===== config.mk =====
export PLATFORM = sky130hd
export DESIGN_NAME = controle_alu
export DESIGN_NICKNAME = d
export VERILOG_FILES = /design/src/rtl/alu_pkg.sv /design/src/rtl/controle_alu_dec.sv /design/src/rtl/controle_alu.sv
export SDC_FILE = /design/constraint.sdc
export NUM_CORES = 1
export LEC_CHECK = 0
export CORE_AREA = 2 2 39 41
export CTS_CLUSTER_DIAMETER = 200
export DETAILED_ROUTE_END_ITERATION = 8
export DIE_AREA = 0 0 41 43
export GPL_ROUTABILITY_DRIVEN = 0
export PLACE_DENSITY = 0.33
export SKIP_LAST_GASP = 1
export SLEW_MARGIN = 20
export SYNTH_ARGS = -nofsm -noshare
export SYNTH_HDL_FRONTEND = slang
export SYNTH_SLANG_ARGS = --single-unit
export TNS_END_PERCENT = 20

===== constraint.sdc =====
create_clock -name clock -period 0.8 [get_ports clock]
set_input_delay 0.08 -clock clock [delete_from_list [all_inputs] [get_ports clock]]
set_output_delay 0.08 -clock clock [all_outputs]
set_load 0.005 [all_outputs]

===== src/rtl/alu_pkg.sv =====
// Shared opcode and function-select encodings for the ALU, its control decoder
// and the main control unit.
package alu_pkg;

    localparam logic [2:0] OP_AND = 3'b000;
    localparam logic [2:0] OP_OR  = 3'b001;
    localparam logic [2:0] OP_ADD = 3'b010;
    localparam logic [2:0] OP_SUB = 3'b011;
    localparam logic [2:0] OP_SLT = 3'b100;
    localparam logic [2:0] OP_MF  = 3'b110;

    localparam logic [2:0] ULA_AND = 3'd0;
    localparam logic [2:0] ULA_OR  = 3'd1;
    localparam logic [2:0] ULA_ADD = 3'd2;
    localparam logic [2:0] ULA_SUB = 3'd3;
    localparam logic [2:0] ULA_SLT = 3'd4;
    localparam logic [2:0] ULA_MF  = 3'd5;

    typedef struct packed {
        logic       opInvalid;
        logic       twoOperands;
        logic [2:0] ulaSel;
    } aluCtrl_t;

endpackage


===== src/rtl/controle_alu_dec.sv =====
// Combinational decode of the ALU operation class into function select and
// operand mode; feeds the output register stage in controle_alu.
module controle_alu_dec
    import alu_pkg::*;
(
    input  logic [2:0] opAlu,
    output aluCtrl_t   ctrlNext
);

    always_comb begin
        // Unassigned codes (and X/Z in simulation) fall through to a harmless ADD.
        ctrlNext.ulaSel      = ULA_ADD;
        ctrlNext.twoOperands = 1'b0;
        ctrlNext.opInvalid   = 1'b1;
        case (opAlu)
            OP_AND: begin
                ctrlNext.ulaSel      = ULA_AND;
                ctrlNext.twoOperands = 1'b1;
                ctrlNext.opInvalid   = 1'b0;
            end
            OP_OR: begin
                ctrlNext.ulaSel      = ULA_OR;
                ctrlNext.twoOperands = 1'b1;
                ctrlNext.opInvalid   = 1'b0;
            end
            OP_ADD: begin
                ctrlNext.ulaSel      = ULA_ADD;
                ctrlNext.twoOperands = 1'b1;
                ctrlNext.opInvalid   = 1'b0;
            end
            OP_SUB: begin
                ctrlNext.ulaSel      = ULA_SUB;
                ctrlNext.twoOperands = 1'b1;
                ctrlNext.opInvalid   = 1'b0;
            end
            OP_SLT: begin
                ctrlNext.ulaSel      = ULA_SLT;
                ctrlNext.twoOperands = 1'b1;
                ctrlNext.opInvalid   = 1'b0;
            end
            OP_MF: begin
                ctrlNext.ulaSel      = ULA_MF;
                ctrlNext.twoOperands = 1'b0;
                ctrlNext.opInvalid   = 1'b0;
            end
            default: begin
                ctrlNext.ulaSel      = ULA_ADD;
                ctrlNext.twoOperands = 1'b0;
                ctrlNext.opInvalid   = 1'b1;
            end
        endcase
    end

endmodule


===== src/rtl/controle_alu.sv =====
// ALU control decoder: registered translation of opAlu into sinal_ula,
// twoandOne and op_invalid with one clock of latency.
module controle_alu
    import alu_pkg::*;
(
    input  logic       clock,
    input  logic       reset_n,
    input  logic [2:0] opAlu,
    output logic       twoandOne,
    output logic [2:0] sinal_ula,
    output logic       op_invalid
);

    aluCtrl_t ctrlNext;

    controle_alu_dec uDec (
        .opAlu    (opAlu),
        .ctrlNext (ctrlNext)
    );

    always_ff @(posedge clock) begin
        if (!reset_n) begin
            sinal_ula  <= ULA_AND;
            twoandOne  <= 1'b0;
            op_invalid <= 1'b0;
        end else begin
            sinal_ula  <= ctrlNext.ulaSel;
            twoandOne  <= ctrlNext.twoOperands;
            op_invalid <= ctrlNext.opInvalid;
        end
    end

endmodule


Yosys cells after proc, flatten, opt, wreduce, memory -nomap -nowiden
Index checks and enable logic that the tools add are counted.

cells by class
  eq/ne operators = 5
  multiplexer cells = 1
  reduce and logical (&&, ||, !) cells = 1

operators with widths
  kind                  count
  $pmux W5 S6           1
  $eq A3 B2 Y1 const B  2
  $eq A3 B3 Y1 const B  2
  $eq A3 B1 Y1 const B  1
  $logic_not A3 Y1      1

storage, ports and cells
  register bits after elaboration = 5
  input bits = 5
  output and inout bits = 5
  word-level logic and storage cells = 10

Logic depth before layout (Yosys ltp)
  depth in word-level cells = 2
  mapped depth = 2
  mapped depth without buffers = 2

By module
From an unflattened synthesis, not the netlist that was laid out.

second synthesis, totals
  cells, all modules = 16
  area total of the unflattened synthesis = 178.9 sq um

by module, submodules not included
  module            instances  cells an instance  area an instance (sq um)  sequential area each (sq um)
  controle_alu      1          10                 131.4                     100.1
  controle_alu_dec  1          6                  47.5                      0.0

Worst setup path before layout
Ideal clock, no wire load.

  path type = input-to-reg
  start = input opAlu[2]
  end = register sinal_ula[1]
  arrival time = 0.277 ns
  setup slack = 0.407 ns
  cell stages on the path = 2
  path buffers = 0
  cell sequence = mux2i_1 -> nor2b_1

between the ends
  longest elaborated chain between the ends = 2
  elaborated cells on any way between the ends = 7
  classes of those cells = eq/ne (5); mux (1); reduce/logical (1)

ends and longest elaborated chain
  item                                        line                    source
  from (decl)                                 controle_alu.sv:8       input logic [2:0] opAlu,
  $eq A3 B3 Y1, or another cell as far along  controle_alu_dec.sv:15  case (opAlu)
  $pmux W5 S6 *                               controle_alu_dec.sv:15
  to (signal assigned)                        controle_alu.sv:27      sinal_ula <= ctrlNext.ulaSel;
  to (decl)                                   controle_alu.sv:10      output logic [2:0] sinal_ula,

Mark *: on every way between the ends. The rest lies on a longest branch, timed or not.
A chain may end at the register's enable or synchronous reset.

Worst setup path in the final report
  start = register op_invalid
  end = output op_invalid

RTL lines
  item                    line                source
  from (decl)             controle_alu.sv:11  output logic op_invalid
  from (signal assigned)  controle_alu.sv:29  op_invalid <= ctrlNext.opInvalid;

No word-level cell between the ends.

==> impl_results.md <==
* Maximum clock path buffer count at 2
* Area of the die at 0.00176 mm²
* Total number of clock tree sinks at 5
* Share of cells above drive strength 1 at 24.1%
* Synthesized instance count at 15
* Total power per unit cell area at 2070 mW/mm²
* Number of primary I/O pins at 10
* Initial drt markers at 0
* Area share of the largest cell type after synthesis at 62.0%
* Die outline height at 43 µm
* Count of inserted antenna diode cells at 0
* Final worst slack at -5.57 ps
* Routed Antenna Nets at 0
* Final Hold Violating Endpoints at 0
* Kind of end point of the critical path: primary output
* Number of buffers added on ports at 9
* Max Clock Freq at 1240 MHz
* CTS buffer count at 3
* Via total after detailed routing at 151
* Number of standard-cell rows in the floorplan at 14
* Post-synthesis instance area at 161 µm²
* Final routed wirelength across all metal layers at 300 µm
* Hold path startpoint: opAlu[1]
* DRC errors left at 0
* Placeable Area at 0.00138 mm²
* Number of enable-type register cells in the synthesized netlist at 0
* Via density at 3.36
* Share of synthesized area occupied by flip-flops and latches at 62.0%
* Wire length of the first global-routing pass at 483 µm
* Cell with the most instances after synthesis: dfxtp_1
* Post-CTS setup buffers at 0
* Hold worst-path end: sinal_ula[0]
* CTS root buffer: clkbuf_4
* Most frequent cells after synthesis: 5 x dfxtp_1, 2 x o21ai_0
* Status: finished with violations
* Starting density of the core at 11.7%
* Share of the cycle needed by the critical path after routing at 101%
* Final Setup Violations at 3
* Initial antenna violation count at 0
* Detailed-routing iteration count for the pre-antenna-repair pass at 1
* Cell chain of the critical path: clkdlybuf4s15_1
* Warning count from the yosys run at 0
* Number of nets at the end of the flow at 35
* Clock tree from TritonCTS: done
* Cell depth of the worst min-delay path at 3
* Clock transition at the registers of the reported paths at 40 ps
* Critical Path RT at 720 ps
* Setup Crit Path Kind: register to primary output
* Cell at the slowest stage of the critical path: dfxtp_1
* Non-filler cells, final at 45
* Endpoint arrival time on the critical path at 730 ps
* Largest fanout on the critical path at 1
* Placed inst area at 279 µm²
* Leading cell types by total area after synthesis: dfxtp_1 62%, mux2i_1 6.2%, o21ai_0 6.2%
* Avg WL per Cell at 6.67 µm
* Yosys top cell by area: dfxtp_1
* Overall fraction of global-route tracks in use at 4.81%
* Critical Path Start: op_invalid
* Worst IR Drop VDD at 0.310 mV
* RSZ-0062 raised after global routing: true
* Violations in the final reports: negative setup slack
* Final instance area at 295 µm²
* Type of element launching the critical path: register
* Placed cells at 41
* Worst path top cell family by delay: flip-flops
* Total count of max-transition violations in the final report at 0
* Standby leakage power at 0.127 nW
* Avg Cell Area, Syn at 10.8 µm²
* Unique masters post-synth at 10
* Shortest period the worst path allows at 806 ps
* H-tree levels at 1
* Number of buffer and inverter instances along the worst setup path at 1
* Max-cap violation count at 0
* Total overflow reported by the global router at 0
* Maximum number of pins on one net before global-route repair at 7
* Worst hold-check path type: input port to register
* Relative slew slack at 89.8%
* Via count of the first global-routing pass at 138
* Flip-flop cell with the highest count after synthesis: dfxtp_1
* Actual transition at the worst max-transition pin at 149 ps
* Growth of design area from synthesis to finish at 82.9%
* Net count of the mapped netlist at 20
* Proportion of synthesized flip-flops having asynchronous set or reset at 0%
* Register bit total from synthesis at 5
* Stage delay of the slowest cell on the critical path at 300 ps
* Horizontal die dimension at 41 µm
* Filler cell count in the final layout at 151
* Worst hold margin at 493 ps
power breakdown:
group          switching (W)  total (W)  internal [W]
combinational      0.0000238  0.0000681     0.0000443
sequential        0.00000294   0.000267      0.000264
clock              0.0000892   0.000277      0.000188
total               0.000116   0.000612      0.000496
layout by cell type (no fill, tap or decap):
| cell type | count |
|---|---|
| dfxtp_1 | 5 |
| and2_1 | 1 |
| o21ai_0 | 2 |
| nand2_1 | 1 |
| nand2b_1 | 1 |
| buf_2 | 1 |
| mux2i_1 | 1 |
| buf_4 | 1 |
| clkdlybuf4s50_1 | 4 |
| clkdlybuf4s15_1 | 3 |
| nand3b_1 | 1 |
| clkbuf_1 | 1 |
| nor2b_1 | 1 |
| clkbuf_2 | 1 |
| clkbuf_4 | 3 |
| nor2_1 | 1 |
| and3_2 | 1 |
per-stage QoR:
step | setup WS, ps | setup TNS, ps | power, W | utilization (%)
2_1_floorplan | 407 | 0 | 0.000290 | -
3_3_place_gp | -197 | -993 | 0.000349 | 20.2
3_5_place_dp | -215 | -1070 | 0.000349 | 20.2
4_1_cts | -20.9 | -78.1 | 0.000633 | 21.7
5_1_grt | -44.2 | -148 | 0.000642 | 21.3
6_report | -5.57 | -8.18 | 0.000612 | 21.3
how the worst max path moves through the flow:
stage                         to  cells after the start
floorplan           sinal_ula[1]                      2
global placement    sinal_ula[1]                      3
detailed placement  sinal_ula[1]                      3
CTS                   op_invalid                      1
global route           twoandOne                      1
finish                op_invalid                      1
worst min-delay path: cells and delay by family:
| family | cells | cell delay, ps |
|---|---|---|
| buffers and inverters | 1 | 430 |
| AND/OR/NAND/NOR | 1 | 80 |
| AO/OA/AOI/OAI | 1 | 80 |
final cells by class:
cell class / count / area (µm²) / area share [%]
multi-input cells: 10 / 61.3 / 20.8
well taps: 16 / 20.0 / 6.78
flip-flops and latches: 5 / 100 / 33.9
clock buffers: 4 / 26.3 / 8.90
repair buffers: 10 / 87.6 / 29.7
cells by family (layout without fill, tap and decap cells):
kind of cell	after synthesis	in the layout	share of synthesized area, %
AO/OA/AOI/OAI	2	2	6.20
buffers and inverters	0	14	0
flip-flops	5	5	62.0
multiplexers	1	1	6.20
AND/OR/NAND/NOR	7	7	25.6
what timing repair did:
action	in CTS	in global routing
hold buffers	0	0
endpoints found under the setup margin	5	6
gates resized for setup	12	1
per-layer routing:
| metal | vias up | track usage (%) | wire length, µm |
|---|---|---|---|
| li1 | 78 | - | - |
| met1 | 63 | 4.17 | 121 |
| met2 | 10 | 5.31 | 116 |
| met3 | 0 | 1.57 | 62 |
| met4 | 0 | 10.0 | 0 |
| met5 | - | 0 | 0 |
sequential cells by signal (all words and copies together) (netlist names):
signal and count:
sinal_ula 3, twoandOne 1, op_invalid 1
Power figures use the tool's default switching activity.
